$ cat config.mk
export PLATFORM = sky130hd
export DESIGN_NAME = traffic_conflict_monitor
export DESIGN_NICKNAME = d
export VERILOG_FILES = /design/src/rtl/traffic_conflict_monitor.sv
export SDC_FILE = /design/constraint.sdc
export NUM_CORES = 1
export LEC_CHECK = 0
export ABC_CLOCK_PERIOD_IN_PS = 4320
export CORE_ASPECT_RATIO = 0.5
export CORE_MARGIN = 8
export CORE_UTILIZATION = 30
export DETAILED_ROUTE_END_ITERATION = 7
export PLACE_DENSITY = 0.51
export RECOVER_POWER = 25
export REMOVE_ABC_BUFFERS = 1
export SYNTH_ARGS = -nofsm -noshare
export SYNTH_HDL_FRONTEND = slang
export SYNTH_SLANG_ARGS = --single-unit
$ cat constraint.sdc
create_clock -name clk -period 4.32 [get_ports clk]
set_input_delay 1.08 -clock clk [delete_from_list [all_inputs] [get_ports clk]]
set_output_delay 1.08 -clock clk [all_outputs]
set_load 0.02 [all_outputs]
$ cat src/rtl/traffic_conflict_monitor.sv
// Receive-side checker for the two-intersection lamp buses.
// Samples all eight heads each clock and checks them for illegal codes,
// conflicting right-of-way, short greens and starved approaches.
// The first fault found latches one record and raises flash_req.
// It also counts completed legal green phases for each intersection.
// Lamp encoding: bit2 red, bit1 yellow, bit0 green.
// Approach index order: f_n=0, f_s=1, f_e=2, f_w=3, s_n=4, s_s=5, s_e=6, s_w=7.
module traffic_conflict_monitor #(
  parameter int MIN_GREEN = 3,
  parameter int MAX_RED   = 40,
  parameter int STARTUP   = 2,
  parameter int CNT_W     = 8
) (
  input  logic             clk,
  input  logic             rst,
  input  logic [2:0]       f_n,
  input  logic [2:0]       f_s,
  input  logic [2:0]       f_e,
  input  logic [2:0]       f_w,
  input  logic [2:0]       s_n,
  input  logic [2:0]       s_s,
  input  logic [2:0]       s_e,
  input  logic [2:0]       s_w,
  output logic             fault,
  output logic             flash_req,
  output logic [2:0]       fault_code,
  output logic [2:0]       fault_src,
  output logic [CNT_W-1:0] phase_cnt_f,
  output logic [CNT_W-1:0] phase_cnt_s,
  output logic [1:0]       state_o
);

  localparam int G_W  = $clog2(MIN_GREEN + 1);
  localparam int R_W  = $clog2(MAX_RED + 1);
  localparam int SC_W = (STARTUP > 1) ? $clog2(STARTUP) : 1;
  localparam logic [G_W-1:0]  MIN_G   = G_W'(MIN_GREEN);
  localparam logic [R_W-1:0]  MAX_R   = R_W'(MAX_RED);
  localparam logic [SC_W-1:0] ST_LAST = SC_W'(STARTUP - 1);

  localparam logic [2:0] RED    = 3'b100;
  localparam logic [2:0] YELLOW = 3'b010;
  localparam logic [2:0] GREEN  = 3'b001;

  typedef enum logic [1:0] {
    ST_STARTUP = 2'd0,
    ST_MONITOR = 2'd1,
    ST_FAULT   = 2'd2
  } state_t;

  state_t          state;
  logic [SC_W-1:0] st_cnt;

  // Lamp codes are registered once, and the check runs on that registered copy.
  // samp_vld marks a sample that was taken while the block was already monitoring.
  // Because of this, codes shown during STARTUP can never raise a fault.
  logic [2:0]      lamp    [8];
  logic [2:0]      samp    [8];
  logic            samp_vld;
  logic [G_W-1:0]  g_dwell [8];
  logic [R_W-1:0]  r_dwell [8];
  logic [G_W-1:0]  g_next  [8];
  logic [R_W-1:0]  r_next  [8];

  logic [7:0]       ill_vec, conf_vec, min_vec, max_vec, ok_exit, nonred;
  logic [2:0]       seen;
  logic [CNT_W-1:0] add_f, add_s;
  logic             det;
  logic [2:0]       det_code, det_src;

  // Returns the lowest set index. Inside one fault class, the lowest source wins.
  function automatic logic [2:0] low_idx(input logic [7:0] v);
    logic [2:0] idx;
    idx = '0;
    for (int i = 7; i >= 0; i--) begin
      if (v[i]) idx = 3'(i);
    end
    return idx;
  endfunction

  // Per-approach classification, next dwell values and priority-encoded fault selection
  always_comb begin
    lamp[0] = f_n; lamp[1] = f_s; lamp[2] = f_e; lamp[3] = f_w;
    lamp[4] = s_n; lamp[5] = s_s; lamp[6] = s_e; lamp[7] = s_w;
    ill_vec  = '0;
    conf_vec = '0;
    min_vec  = '0;
    max_vec  = '0;
    ok_exit  = '0;
    nonred   = '0;
    seen     = '0;
    add_f    = '0;
    add_s    = '0;
    for (int i = 0; i < 8; i++) begin
      ill_vec[i] = !(samp[i] == RED || samp[i] == YELLOW || samp[i] == GREEN);
      nonred[i]  = (samp[i] != RED);
      // g_dwell is non-zero exactly when the previous sample was green.
      min_vec[i] = (samp[i] != GREEN) && (g_dwell[i] != '0) && (g_dwell[i] < MIN_G);
      ok_exit[i] = (samp[i] != GREEN) && (g_dwell[i] == MIN_G);
      max_vec[i] = (samp[i] == RED) && (r_dwell[i] == MAX_R);
      g_next[i]  = (samp[i] != GREEN) ? '0 :
                   (g_dwell[i] == MIN_G) ? g_dwell[i] : g_dwell[i] + 1'b1;
      r_next[i]  = (samp[i] != RED) ? '0 :
                   (r_dwell[i] == MAX_R) ? r_dwell[i] : r_dwell[i] + 1'b1;
    end
    // A conflict is reported against the second non-red approach of its intersection.
    for (int x = 0; x < 2; x++) begin
      seen = '0;
      for (int a = 0; a < 4; a++) begin
        if (nonred[4*x + a]) begin
          if (seen == 3'd1) conf_vec[4*x + a] = 1'b1;
          seen = seen + 3'd1;
        end
      end
    end
    for (int a = 0; a < 4; a++) begin
      add_f = add_f + CNT_W'(ok_exit[a]);
      add_s = add_s + CNT_W'(ok_exit[4 + a]);
    end
    det      = 1'b1;
    det_code = 3'd0;
    det_src  = 3'd0;
    if (|ill_vec) begin
      det_code = 3'd1; det_src = low_idx(ill_vec);
    end else if (|conf_vec) begin
      det_code = 3'd2; det_src = low_idx(conf_vec);
    end else if (|min_vec) begin
      det_code = 3'd3; det_src = low_idx(min_vec);
    end else if (|max_vec) begin
      det_code = 3'd4; det_src = low_idx(max_vec);
    end else begin
      det = 1'b0;
    end
  end

  // Mode FSM: fault record, dwell counters and phase counters. FAULT freezes all of them.
  always_ff @(posedge clk) begin
    if (rst) begin
      state       <= ST_STARTUP;
      st_cnt      <= '0;
      samp_vld    <= 1'b0;
      fault       <= 1'b0;
      fault_code  <= '0;
      fault_src   <= '0;
      phase_cnt_f <= '0;
      phase_cnt_s <= '0;
      for (int i = 0; i < 8; i++) begin
        samp[i]    <= RED;
        g_dwell[i] <= '0;
        r_dwell[i] <= '0;
      end
    end else begin
      samp_vld <= (state == ST_MONITOR);
      for (int i = 0; i < 8; i++) samp[i] <= lamp[i];
      case (state)
        ST_STARTUP: begin
          if (st_cnt == ST_LAST) state <= ST_MONITOR;
          else                   st_cnt <= st_cnt + 1'b1;
        end
        ST_MONITOR: begin
          if (samp_vld) begin
            if (det) begin
              state      <= ST_FAULT;
              fault      <= 1'b1;
              fault_code <= det_code;
              fault_src  <= det_src;
            end else begin
              phase_cnt_f <= phase_cnt_f + add_f;
              phase_cnt_s <= phase_cnt_s + add_s;
              for (int i = 0; i < 8; i++) begin
                g_dwell[i] <= g_next[i];
                r_dwell[i] <= r_next[i];
              end
            end
          end
        end
        default: ;
      endcase
    end
  end

  assign flash_req = fault;
  assign state_o   = state;

endmodule

==> flow_results.org, run 1 <==
** Status
- The run finished with clean final reports.

** Power
- Pwr Total :: ~2.8 mW
- IR analysis of the VDD net gives a maximum drop of 0.276 mV.
- In this run the static leakage power is around 3 nW.
- In this run the power density over the cells is roughly 360 nW/um^2.

** Drt
- Vias per Instance :: 4.84
- In this run the remaining antenna-violating nets after routing total 0.
- Dividing the detail-routed wire length by the instance count gives ~15 um.
- # DRC :: 0
- For this block, the via count after detailed routing is a little under 5000.
- The final layout contains routed wiring with a total length of 15000 um.
- Number of DRC markers after the initial detailed-route iteration :: ~250
- The pre-antenna-repair detailed-routing pass consisted of 4 iterations.

** Worst setup path
- The worst setup path is captured at a flip-flop.
- In this run the critical register-to-register path is launched from samp[0][2].
- In this run the worst path has a maximum fanout of 33.
- Critical Path AT :: roughly 4.4 ns
- For the worst setup path, the data required time is 4.66 ns.
- Start-to-end type of the worst setup path :: reg2reg
- The worst setup path is launched from a flip-flop.
- Among cell families on the critical path, the largest total delay comes from simple AND/OR/NAND/NOR gates.
- Among all stages on the critical path, the largest delay is contributed by sky130_fd_sc_hd__or4_4.
- Together, buffers and inverters on the worst path number 1.
- Crit-path cells :: nor3b_1 -> inv_1 -> fa_1 -> nand2b_1 -> nor2_1 -> or4_1 -> or4_4 -> or4_1 -> a21oi_1
- Timing startpoint of the critical path :: samp[0][2]
- For this run, the slowest stage of the critical path takes 0.66 ns.
- Cell repeated most along the worst path :: sky130_fd_sc_hd__or4_1

** Synth
- A synthesized cell averages 9.66 sq um.
- FFs w/ async S/R, synth :: 0%
- Sequential share of the synthesized area :: 45.5%
- Number of warning messages in the yosys log :: 0
- Flip-flop and latch count after synthesis :: between 100 and 150
- Yosys mapped a number of flops with a built-in enable equal to between 60 and 70.
- The most used flip-flop cell after synthesis is sky130_fd_sc_hd__edfxtp_1.
- In this run, distinct cell masters in the synthesized netlist total 63.
- Netlist Area Pre-Place :: about 6500 sq um
- Synth Instances :: roughly 670

** Clocking
- Gates resized during post-CTS repair numbered 0.
- Sink count of the clock tree :: about 120
- Bufs on Longest Clock Path :: 2
- The H-tree was split into 4 levels.
- After clock tree synthesis, the flow added hold-fix buffers numbering 0.
- Clock tree from TritonCTS :: yes
- Clk pin slew, worst setup/hold paths :: roughly 0.06 ns
- At the later pin of the worst-skew pair, clock insertion delay measures just over 0.4 ns.
- Inserted Clock Buffers :: 17
- Buffer type at the clock tree root :: sky130_fd_sc_hd__clkbuf_16
- After clock tree synthesis, the setup repair step added 0 buffers.

** Timing
- After layout, the worst path uses 93.6% of the clock period.
- Number of setup violations in the final report :: 0
- Sum Neg Setup Slack :: 0 ns
- At the pin with the least slew margin, the transition time is between 0.8 and 0.9 ns.
- Count of pins over their slew limit :: 0
- Setup repair after global routing missed its margin :: no
- The number of hold-slack violations in the final timing report is 0.
- Clock skew on the completed layout was measured at between 0.01 and 0.015 ns.
- FMAX :: 247 MHz
- Final critical-path required period :: around 4 ns
- Slew margin rel. :: between 40 and 50%
- Across all setup checks in the final design, the least slack found is 0.279 ns.
- Across all hold checks on the routed design, the worst slack comes to about 0.47 ns.

** Die
- Area of the die :: 26800 sq um
- Die extent in x :: roughly 220 um
- The total area inside the core boundary comes to approximately 21000 sq um.
- The die is ~120 um tall.
- Starting Density :: between 30% and 40%
- Row generation in the floorplan step produced 38 rows.
- During I/O placement, the number of pins put on the boundary was between 50 and 60.

** Finish
- Antenna diode instance count :: 0
- Of the cells placed in the final design, the portion with a size suffix greater than 1 is between 7 and 8%.
- Area added between synthesis and finish :: 21.5%
- Post-route non-filler standard cell count :: about 1000
- The net count of the finished layout is about 800.

** Global route
- The initial antenna violation count was 0.
- Entering global routing, the biggest net connects 51 pins.
- GRT overflow :: 0
- In this run the most used layer during global routing was met2.
- Met2 track utilization from global routing :: 18.1%
- Global routing used a little under an eighth of the available tracks.
- In the global route stage, met1 resource usage came out at between 10% and 20%.
- Global-route wire length before repair :: around 25000 um
- Met3 Use GR :: between 2 and 3%
- Via count of the first global-routing pass :: 4773

** Job
- The tool flagged a number of max-cap violations equal to 0.

** Place
- Placer's final routability congestion estimate :: 0.777
- Placement-stage worst setup slack :: roughly 0.27 ns
- Detailed placement ended at an HPWL of roughly 11000 um.
- In this run, placement finished with an instance count of approximately 990.
- Port bufs :: a little over 50

** Min path
- Worst min-delay path startpoint :: st_cnt
- Min-delay worst type :: reg2reg
[path summary, 6_finish.rpt]
kind | depth (start not counted) | slack, ns | to
max | 9 | 0.28 | phase_cnt_s[5]
min reg2reg | 2 | 0.47 | st_cnt
max reg2reg | 9 | 0.28 | phase_cnt_s[5]
min | 2 | 0.47 | st_cnt
[where the power goes]
part | total (mW) | internal, mW | switching (mW)
combinational | 0.246 | 0.106 | 0.140
clock | 1.37 | 0.863 | 0.505
sequential | 1.24 | 1.20 | 0.0401
total | 2.85 | 2.16 | 0.684
[synthesized netlist by cell type, types with 2 or more instances]
library cell               number  area share (%)
sky130_fd_sc_hd__clkbuf_1      16            0.93
sky130_fd_sc_hd__maj3_1         2            0.31
sky130_fd_sc_hd__a22oi_4        2            0.66
sky130_fd_sc_hd__or3b_1         4            0.54
sky130_fd_sc_hd__a31oi_1        4            0.39
sky130_fd_sc_hd__or2_2         12             1.2
sky130_fd_sc_hd__nor4b_1        2            0.27
sky130_fd_sc_hd__o21ai_0       19             1.5
sky130_fd_sc_hd__nand4_1       11             1.1
sky130_fd_sc_hd__ha_1          40             7.7
sky130_fd_sc_hd__nor4_1         2            0.19
sky130_fd_sc_hd__a21oi_1       28             2.2
sky130_fd_sc_hd__or3b_2         2            0.27
sky130_fd_sc_hd__and3_1        27             2.6
sky130_fd_sc_hd__nand2_1       60             3.5
sky130_fd_sc_hd__edfxtp_1      64              30
sky130_fd_sc_hd__fa_1           7             2.2
sky130_fd_sc_hd__xnor2_1       18             2.4
sky130_fd_sc_hd__xor2_1        18             2.4
sky130_fd_sc_hd__dfxtp_1       51              16
sky130_fd_sc_hd__or4_1         11             1.3
sky130_fd_sc_hd__nand3_1       26             2.0
sky130_fd_sc_hd__nor2_1        67             3.9
sky130_fd_sc_hd__nor3b_1       20             2.3
sky130_fd_sc_hd__nor3b_2        2            0.39
sky130_fd_sc_hd__o22ai_1        2            0.19
sky130_fd_sc_hd__nor3_1        22             1.7
sky130_fd_sc_hd__nand2b_1       3            0.29
sky130_fd_sc_hd__a211oi_1       8            0.93
sky130_fd_sc_hd__nor2b_1       18             1.7
sky130_fd_sc_hd__o31ai_1       12             1.4
sky130_fd_sc_hd__buf_6          2            0.35
sky130_fd_sc_hd__or3_1          5            0.48
sky130_fd_sc_hd__o32a_1         2            0.31
sky130_fd_sc_hd__inv_1         52             3.0
[area by class of cell]
cell class | instances | area (sq um)
Tap cell | 280 | 350
Inverter | 53 | 199
Sequential cell | 115 | 2940
Timing Repair Buffer | 58 | 553
Clock inverter | 7 | 42.5
Fill cell | 2167 | 13500
Multi-Input combinational cell | 480 | 3230
Clock buffer | 25 | 539
[per-stage QoR]
stage / area, sq um / util [%]
2_1_floorplan: 6370 / -
4_1_cts: 7860 / 36.7
3_5_place_dp: 7280 / 34.0
6_report: 7860 / 36.7
3_3_place_gp: 7280 / 34.0
5_1_grt: 7860 / 36.7
[metal layers]
metal  wire [um]  vias up
met5           0        -
li1            -     2483
met3         525       10
met1        7520     2352
met4         134        0
met2        6780       83
[registers in the layout (all words and copies together) (netlist names)]
signal,flops
phase_cnt_f,8
state_o,2
fault_code,3
g_dwell,16
fault_src,3
r_dwell,48
phase_cnt_s,8
samp,24
st_cnt,1
samp_vld,1
fault,1
[cell usage in the layout, fill, tap and decap left out, drive strengths merged, types with 6 or more instances in the layout]
cell	Yosys	layout
nand3	26	26
fa	7	7
a21oi	28	28
nor3	22	22
nor2b	18	18
nor2	67	67
inv	53	53
clkdlybuf4s50	0	41
and3	27	27
dfxtp	51	51
xnor2	18	18
dlygate4sd3	0	9
nand4	12	12
xor2	18	18
or4	12	12
edfxtp	64	64
buf	5	6
or2	12	12
o31ai	12	12
ha	40	40
or3b	7	7
a211oi	8	8
nand2	60	60
nor3b	22	22
clkbuf	16	27
o21ai	20	20
[worst reg2reg max path: stages, from the launching register on]
cell	delay, ns
sky130_fd_sc_hd__dfxtp_1	0.42
sky130_fd_sc_hd__nor3b_1	0.58
sky130_fd_sc_hd__inv_1	0.22
sky130_fd_sc_hd__fa_1	0.53
sky130_fd_sc_hd__nand2b_1	0.12
sky130_fd_sc_hd__nor2_1	0.09
sky130_fd_sc_hd__or4_1	0.62
sky130_fd_sc_hd__or4_4	0.66
sky130_fd_sc_hd__or4_1	0.58
sky130_fd_sc_hd__a21oi_1	0.14
[logic make-up after synthesis]
group / Yosys count / synth area share, %
flops: 115 / 45.5
compound gates: 88 / 8.94
fa+ha+maj: 49 / 10.2
buf+inv: 74 / 4.61
xor+xnor: 36 / 4.88
mux: 1 / 0.155
simple gates: 306 / 25.7
Power figures use the tool's default switching activity.
==> inputs of run 2 (changes only) <==
--- a/config.mk
+++ b/config.mk
@@ -6,7 +6,7 @@
 export NUM_CORES = 1
 export LEC_CHECK = 0
 export ABC_CLOCK_PERIOD_IN_PS = 4320
-export CORE_ASPECT_RATIO = 0.5
+export CORE_ASPECT_RATIO = 1.2
 export CORE_MARGIN = 8
 export CORE_UTILIZATION = 30
 export DETAILED_ROUTE_END_ITERATION = 7
==> flow_results.org, run 2 (synthesis results as in run 1) <==
** Die
- Die extent in x :: around 150 um
- The floorplan step set the die height to between 150 and 200 um.
- 52 I/O pins were placed.
- The die covers 26500 sq um.
- Standard-cell row count :: 59
- Starting Density :: 30.2%
- After floorplanning, the core was sized to cover between 20000 and 25000 sq um.

** Global route
- met2 is the most crowded layer.
- For this run, global-route usage on met1 was measured as between 10% and 20%.
- The initial antenna violation count came to 0.
- Entering global routing, the biggest net connects between 50 and 60 pins.
- The total overflow left after global routing is 0.
- Met2 track utilization from global routing :: a little over a fifth
- Global-route wire length before repair :: 25500 um
- In the global route stage, met3 resource usage came out at under 10%.
- In the global route stage, overall resource usage came out at 12.2%.
- Via count of the first global-routing pass :: 4985

** Finish
- Area added between synthesis and finish :: 21.5%
- Post-route cell area :: around 7900 sq um
- Post-route non-filler standard cell count :: 1014
- Final net count :: 800
- Leaving out fill and tap cells, the most frequent cell in the layout is sky130_fd_sc_hd__nor2_1.
- More flip-flops sit in one register than any other, and that register is r_dwell.
- Flip-flop count of the largest register, all copies and words added :: 48
- In the final layout, the share of cells above drive strength 1 is about 8.5%.
- Antenna diode instance count :: 0
- Biggest regs :: r_dwell (48), samp (24), g_dwell (16)
- Fill cells :: approximately 2200
- Sequential cell area in the final layout :: between 2000 and 3000 sq um
- In the layout the commonest cells are sky130_fd_sc_hd__nor2_1 (67), sky130_fd_sc_hd__edfxtp_1 (64), sky130_fd_sc_hd__nand2_1 (60), sky130_fd_sc_hd__inv_1 (52), sky130_fd_sc_hd__dfxtp_1 (51).
- The multi-input combinational cells in the finished layout cover a total of between 3000 and 4000 sq um.

** Place
- Summed over all nets, the half-perimeter wirelength after detailed placement is 11300 um.
- Port buffering added roughly 50 buffers.
- Counting tap cells, the placed design contains a total of 982 instances.
- Placed cell area :: about 7300 sq um
- Placer's final routability congestion estimate :: around 0.84

** Timing
- The worst pin sits at a relative slew slack of between 10% and 20%.
- For the pin with the worst max-slew slack, the measured transition is about 1.3 ns.
- Sum Neg Setup Slack :: 0 ns
- Static timing analysis puts the maximum clock frequency at 251 MHz.
- The worst path uses between 90% and 100% of the clock period.
- Number of setup violations in the final report :: 0
- Final hold analysis gives a worst-case slack of just under 0.5 ns.
- For the final database, setup skew stands at 0.00751 ns.
- The number of max-slew violations in the final report is 0.
- Hold Vio Cnt, Final :: 0
- Setup repair after global routing left no endpoint under its margin.
- The routed design could run at a clock period as short as roughly 4 ns.

** Power
- Power density over the cells :: about 360 nW/um^2
- For this design the static power due to leakage is slightly below 3 nW.
- Across the VDD grid, the largest voltage drop is 0.237 mV.
- Pwr Total :: about 2.8 mW

** Clocking
- Bufs on Longest Clock Path :: 2
- Count of hold buffers inserted by post-cts repair :: 0
- Clock tree from TritonCTS :: yes
- TritonCTS created 17 clock buffers.
- Post-CTS repair changed the size of 0 cells.
- Once the clock tree was built, the setup fixing pass inserted 0 buffers.
- Counting every sink on the clock net gives 115.
- Buffer type at the clock tree root :: sky130_fd_sc_hd__clkbuf_16
- Max H-tree Level :: 4
- Clock-pin slew was measured on the worst setup and hold paths at ~0.060 ns.
- Later-pin clock latency in the skew report :: 0.41 ns

** Worst setup path
- The cell that appears most often on the critical path is sky130_fd_sc_hd__or4_1.
- Of all nets on the critical path, the largest fanout is 33.
- Data required time at the worst endpoint :: roughly 4.7 ns
- Maximum cell stage delay along the critical path :: between 0.6 and 0.7 ns
- Category of the worst setup path capture point :: flip-flop
- The critical path goes through nor3b_1 -> inv_1 -> fa_1 -> nand2b_1 -> nor2_1 -> or4_1 -> or4_4 -> or4_1 -> a21oi_1.
- STA classifies the critical path startpoint as a flip-flop.
- On the critical path, the stage with the largest delay is an instance of sky130_fd_sc_hd__or4_4.
- Start-to-end type of the worst setup path :: reg2reg
- Critical Path AT :: 4.33 ns

** Drt
- Vias per Instance :: between 4 and 5
- Routed vias :: slightly below 5000
- Number of iterations in the first detailed-routing pass :: 4
- For this block, the initial DRC count from the detailed router was approximately 220.
- The final layout contains routed wiring with a total length of between 15000 and 20000 um.
- The count of nets left with antenna violations once routing finished came out at 0.
- In the routed design, unresolved DRC markers number 0.
- Dividing the detail-routed wire length by the instance count gives between 15 and 20 um.

** Job
- Max cap viols :: 0

** Status
- The flow ran to the end, and the final reports show no timing, DRC or antenna violations.

** Min path
- The worst hold path belongs to the class reg2reg.
==> run 2: power breakdown <==
| group | internal (mW) | leakage [nW] | switching, mW |
|---|---|---|---|
| registers | 1.20 | 1.08 | 0.0407 |
| logic | 0.108 | 1.62 | 0.141 |
| clock network | 0.832 | 0.286 | 0.512 |
==> run 2: critical path: cells and delay by family, from the launching register on <==
kind / cells / cell delay (ns)
and+or+nand+nor: 6 / 2.60
DFF: 1 / 0.42
buffers and inverters: 1 / 0.21
AOI/OAI and AO/OA: 1 / 0.15
adders and majority gates: 1 / 0.52
==> run 2: cell type report <==
| cell class | count | area share [%] |
|---|---|---|
| well taps | 274 | 4.36 |
| flip-flops and latches | 115 | 37.5 |
| repair buffers | 60 | 7.23 |
| inverters | 53 | 2.53 |
| clock buffers | 21 | 6.42 |
| clock inverters | 11 | 0.876 |
| multi-input cells | 480 | 41.1 |
==> run 2: path summary, 6_finish.rpt <==
path	start	end	slack [ns]	depth (start not counted)
max	samp[0][2]	phase_cnt_s[7]	0.33	9
min reg2reg	phase_cnt_s[7]	phase_cnt_s[7]	0.48	2
min	phase_cnt_s[7]	phase_cnt_s[7]	0.48	2
max reg2reg	samp[0][2]	phase_cnt_s[7]	0.33	9
==> run 2: layer usage <==
layer	up-vias	part of all wire, %
li1	2489	-
met1	2289	45
met2	67	50
met3	11	3.1
met4	0	1.1
met5	-	0
==> run 2: through the flow <==
| stage | util (%) | worst slack, ns |
|---|---|---|
| floorplan | - | 0.506 |
| global placement | 34.0 | 0.464 |
| detailed placement | 34.0 | 0.311 |
| CTS | 36.7 | 0.303 |
| global route | 36.7 | 0.0533 |
| finish | 36.7 | 0.331 |
==> inputs of run 3 (changes only) <==
--- a/config.mk
+++ b/config.mk
@@ -7,7 +7,7 @@
 export LEC_CHECK = 0
 export ABC_CLOCK_PERIOD_IN_PS = 4320
 export CORE_ASPECT_RATIO = 1.2
-export CORE_MARGIN = 8
+export CORE_MARGIN = 2
 export CORE_UTILIZATION = 30
 export DETAILED_ROUTE_END_ITERATION = 7
 export PLACE_DENSITY = 0.51
==> constraint.sdc (replaced) <==
create_clock -name clk -period 4.32 [get_ports clk]
set_input_delay 0.648 -clock clk [delete_from_list [all_inputs] [get_ports clk]]
set_output_delay 0.648 -clock clk [all_outputs]
set_load 0.02 [all_outputs]
==> flow_results.org, run 3 (synthesis results as in run 1) <==
** Drt
- Number of DRC markers after the initial detailed-route iteration :: 246
- Detail Route Antenna Nets :: 0
- Detail-routed net length per standard cell :: 15.0 um
- Dividing the detail-routed via count by the number of cells gives 4.92.
- # DRC :: 0
- Number of iterations in the first detailed-routing pass :: 4
- Routed vias :: about 5000
- Drt total wl :: between 15000 and 20000 um

** Finish
- The register with the most flip-flops in the final layout is r_dwell.
- For this run, the post-layout net count is roughly 800.
- Flip-flop count of the largest register, all copies and words added :: 48
- Fill cells :: between 2000 and 2500
- Biggest regs :: r_dwell (48), samp (24), g_dwell (16)
- Leaving out fill and tap cells, the most frequent cells in the layout are sky130_fd_sc_hd__nor2_1 (67), sky130_fd_sc_hd__edfxtp_1 (64), sky130_fd_sc_hd__nand2_1 (60), sky130_fd_sc_hd__inv_1 (52), sky130_fd_sc_hd__dfxtp_1 (51).
- Post-route non-filler standard cell count :: approximately 1000
- Share of post-route cells with drive strength above 1 :: approximately 8.6%
- Area added between synthesis and finish :: 22.0%
- 0 antenna diodes ended up in the layout.
- The library cell used most frequently in the layout, excluding fill and tap cells, is sky130_fd_sc_hd__nor2_1.

** Die
- From bottom edge to top edge, the die measures 165 um.
- The die covers 22700 sq um.
- Floorplan core area :: between 20000 and 25000 sq um
- Measured along the x axis, the die boundary spans ~140 um.
- Standard-cell row count :: 58
- The initial utilization of the core area, before any placement, comes to 30.7%.
- Ports :: 52

** Clocking
- The clock net in this run drives a total of ~120 sinks.
- Later-pin clock latency in the skew report :: roughly 0.42 ns
- TritonCTS built the clock tree.
- Counting along the longest clock path gives a buffer depth of 2.
- Hold repair after CTS inserted 0 buffers.
- Clock-pin slew was measured on the worst setup and hold paths at about 0.050 ns.
- Post-cts repair resize count :: 0
- Buffer type at the clock tree root :: sky130_fd_sc_hd__clkbuf_16
- Max H-tree Level :: 4
- Post-CTS setup buffer count :: 0
- Inserted Clock Buffers :: 17

** Timing
- Slew at the pin closest to its max-slew limit :: about 2.3 ns
- Setup repair after global routing left no endpoint under its margin.
- Sum Neg Setup Slack :: 0 ns
- Ratio of final minimum period to clock period :: a little over nine tenths
- Hold Vio Cnt, Final :: 0
- Setup violations remaining at the end of the flow were counted as 0.
- Counting I/O delays and the setup requirement, the final critical path takes around 4.1 ns.
- Count of pins over their slew limit :: slightly above 50
- Clock skew on the completed layout was measured at 0.0128 ns.
- Based on the critical path, the design can be clocked at up to around 250 MHz.
- The worst pin sits at a relative slew slack of -51.3%.

** Status
- The checks that failed: capacitance limit, slew limit.
- The flow ran to the end, but the final reports show violations.

** Worst setup path
- The worst setup path is of the reg2reg kind.
- Data required time at the worst endpoint :: between 4 and 5 ns
- STA classifies the critical path startpoint as a flip-flop.
- Reg2Reg Depth :: 9
- In this run the critical register-to-register path is launched from samp[0][2].
- Reg-to-reg endpoint :: phase_cnt_f[3]
- Largest driver fanout on the critical path :: 33
- Critical Path AT :: ~4.4 ns
- Capture point of the critical path :: phase_cnt_f[3]
- Category of the worst setup path capture point :: flip-flop
- Timing startpoint of the critical path :: samp[0][2]
- Setup slack, reg-to-reg :: between 0.2 and 0.3 ns

** Place
- Summed over all nets, the half-perimeter wirelength after detailed placement is about 11000 um.
- Buffers placed on the I/O ports in this run total 51.
- Once placement completed, the tool counted placed cells totaling just under 1000.
- Placer's final routability congestion estimate :: between 0.8 and 0.9

** Power
- For this design the static power due to leakage is just under 3 nW.
- Cell-internal power :: around 2.2 mW
- Logic pwr share :: 8.6%
- Maximum resistive drop on vdd :: between 0.2 and 0.3 mV
- Power spread over the standard cell area amounts to around 370 nW/um^2.
- Fraction of power spent switching nets :: between 20% and 30%
- Share of power burned in the clock network :: roughly 49%
- NetSw :: ~0.7 mW
- Sequential cell fraction of total power :: around 43%

** Global route
- The number of global-route vias before repair came to between 5000 and 6000.
- Number of antenna violations at the first check in global routing :: 0
- In the global route stage, overall resource usage came out at between 10 and 15%.
- The total overflow left after global routing is 0.
- Maximum number of pins on one net before global-route repair :: between 50 and 60
- Global-route wire length before repair :: 25100 um

** Min path
- The worst hold path belongs to the class reg2reg.

** Job
- Max-cap violations in this run came to 1.
==> run 3: cell count changes in the layout (fill, tap and decap cells not counted), sizes merged <==
cell / previous run / this run
clkinvlp: 2 / 7
clkinv: 5 / 4
inv: 57 / 53
clkbuf: 23 / 19
buf: 8 / 11
bufinv: 0 / 3
==> run 3: power by group through the flow <==
stage	clock [mW]	combinational (mW)	sequential [mW]
global route	1.48	0.279	1.24
finish	1.40	0.250	1.24
CTS	1.43	0.253	1.24
floorplan	0	0.157	1.25
detailed placement	0	0.250	1.26
global placement	0	0.244	1.26
==> run 3: layout make-up <==
type / count / area (sq um) / area share, %
Inverter: 53 / 199 / 2.52
Multi-Input combinational cell: 480 / 3230 / 41.0
Tap cell: 270 / 338 / 4.28
Clock inverter: 14 / 164 / 2.08
Clock buffer: 18 / 429 / 5.44
Timing Repair Buffer: 62 / 584 / 7.41
Sequential cell: 115 / 2940 / 37.3
==> run 3: stage by stage <==
step / hold WS, ns / total power, mW / setup slack, ns / instance area (sq um) / utilization, %
floorplan: 0.441 / 1.41 / 0.506 / 6370 / -
detailed placement: 0.464 / 1.51 / 0.369 / 7300 / 34.7
global placement: 0.453 / 1.50 / 0.502 / 7300 / 34.7
CTS: 0.477 / 2.92 / 0.359 / 7890 / 37.5
global route: 0.519 / 3.01 / 0.0525 / 7890 / 37.5
finish: 0.473 / 2.89 / 0.258 / 7890 / 37.5
==> run 3: layer usage <==
layer	track usage (%)	part of all wire, %
met5	0	0
met4	5.01	1.2
met3	3.07	3.6
met2	25.1	51
met1	16.0	45
==> run 3: worst min path at each step <==
stage,from,end,cells past startpoint
2_1_floorplan,st_cnt,st_cnt,2
3_5_place_dp,st_cnt,st_cnt,2
5_1_grt,st_cnt,st_cnt,2
3_3_place_gp,st_cnt,st_cnt,2
6_report,st_cnt,st_cnt,2
4_1_cts,st_cnt,st_cnt,2
==> run 3: critical path, stage by stage (launching register included) <==
cell and delay (ns):
sky130_fd_sc_hd__dfxtp_1 0.43, sky130_fd_sc_hd__nor3b_1 0.56, sky130_fd_sc_hd__inv_1 0.20, sky130_fd_sc_hd__fa_1 0.51, sky130_fd_sc_hd__nand2b_1 0.12, sky130_fd_sc_hd__nor2_1 0.08
sky130_fd_sc_hd__or4_1 0.63, sky130_fd_sc_hd__or4_4 0.69, sky130_fd_sc_hd__or4_1 0.54, sky130_fd_sc_hd__a21oi_1 0.17
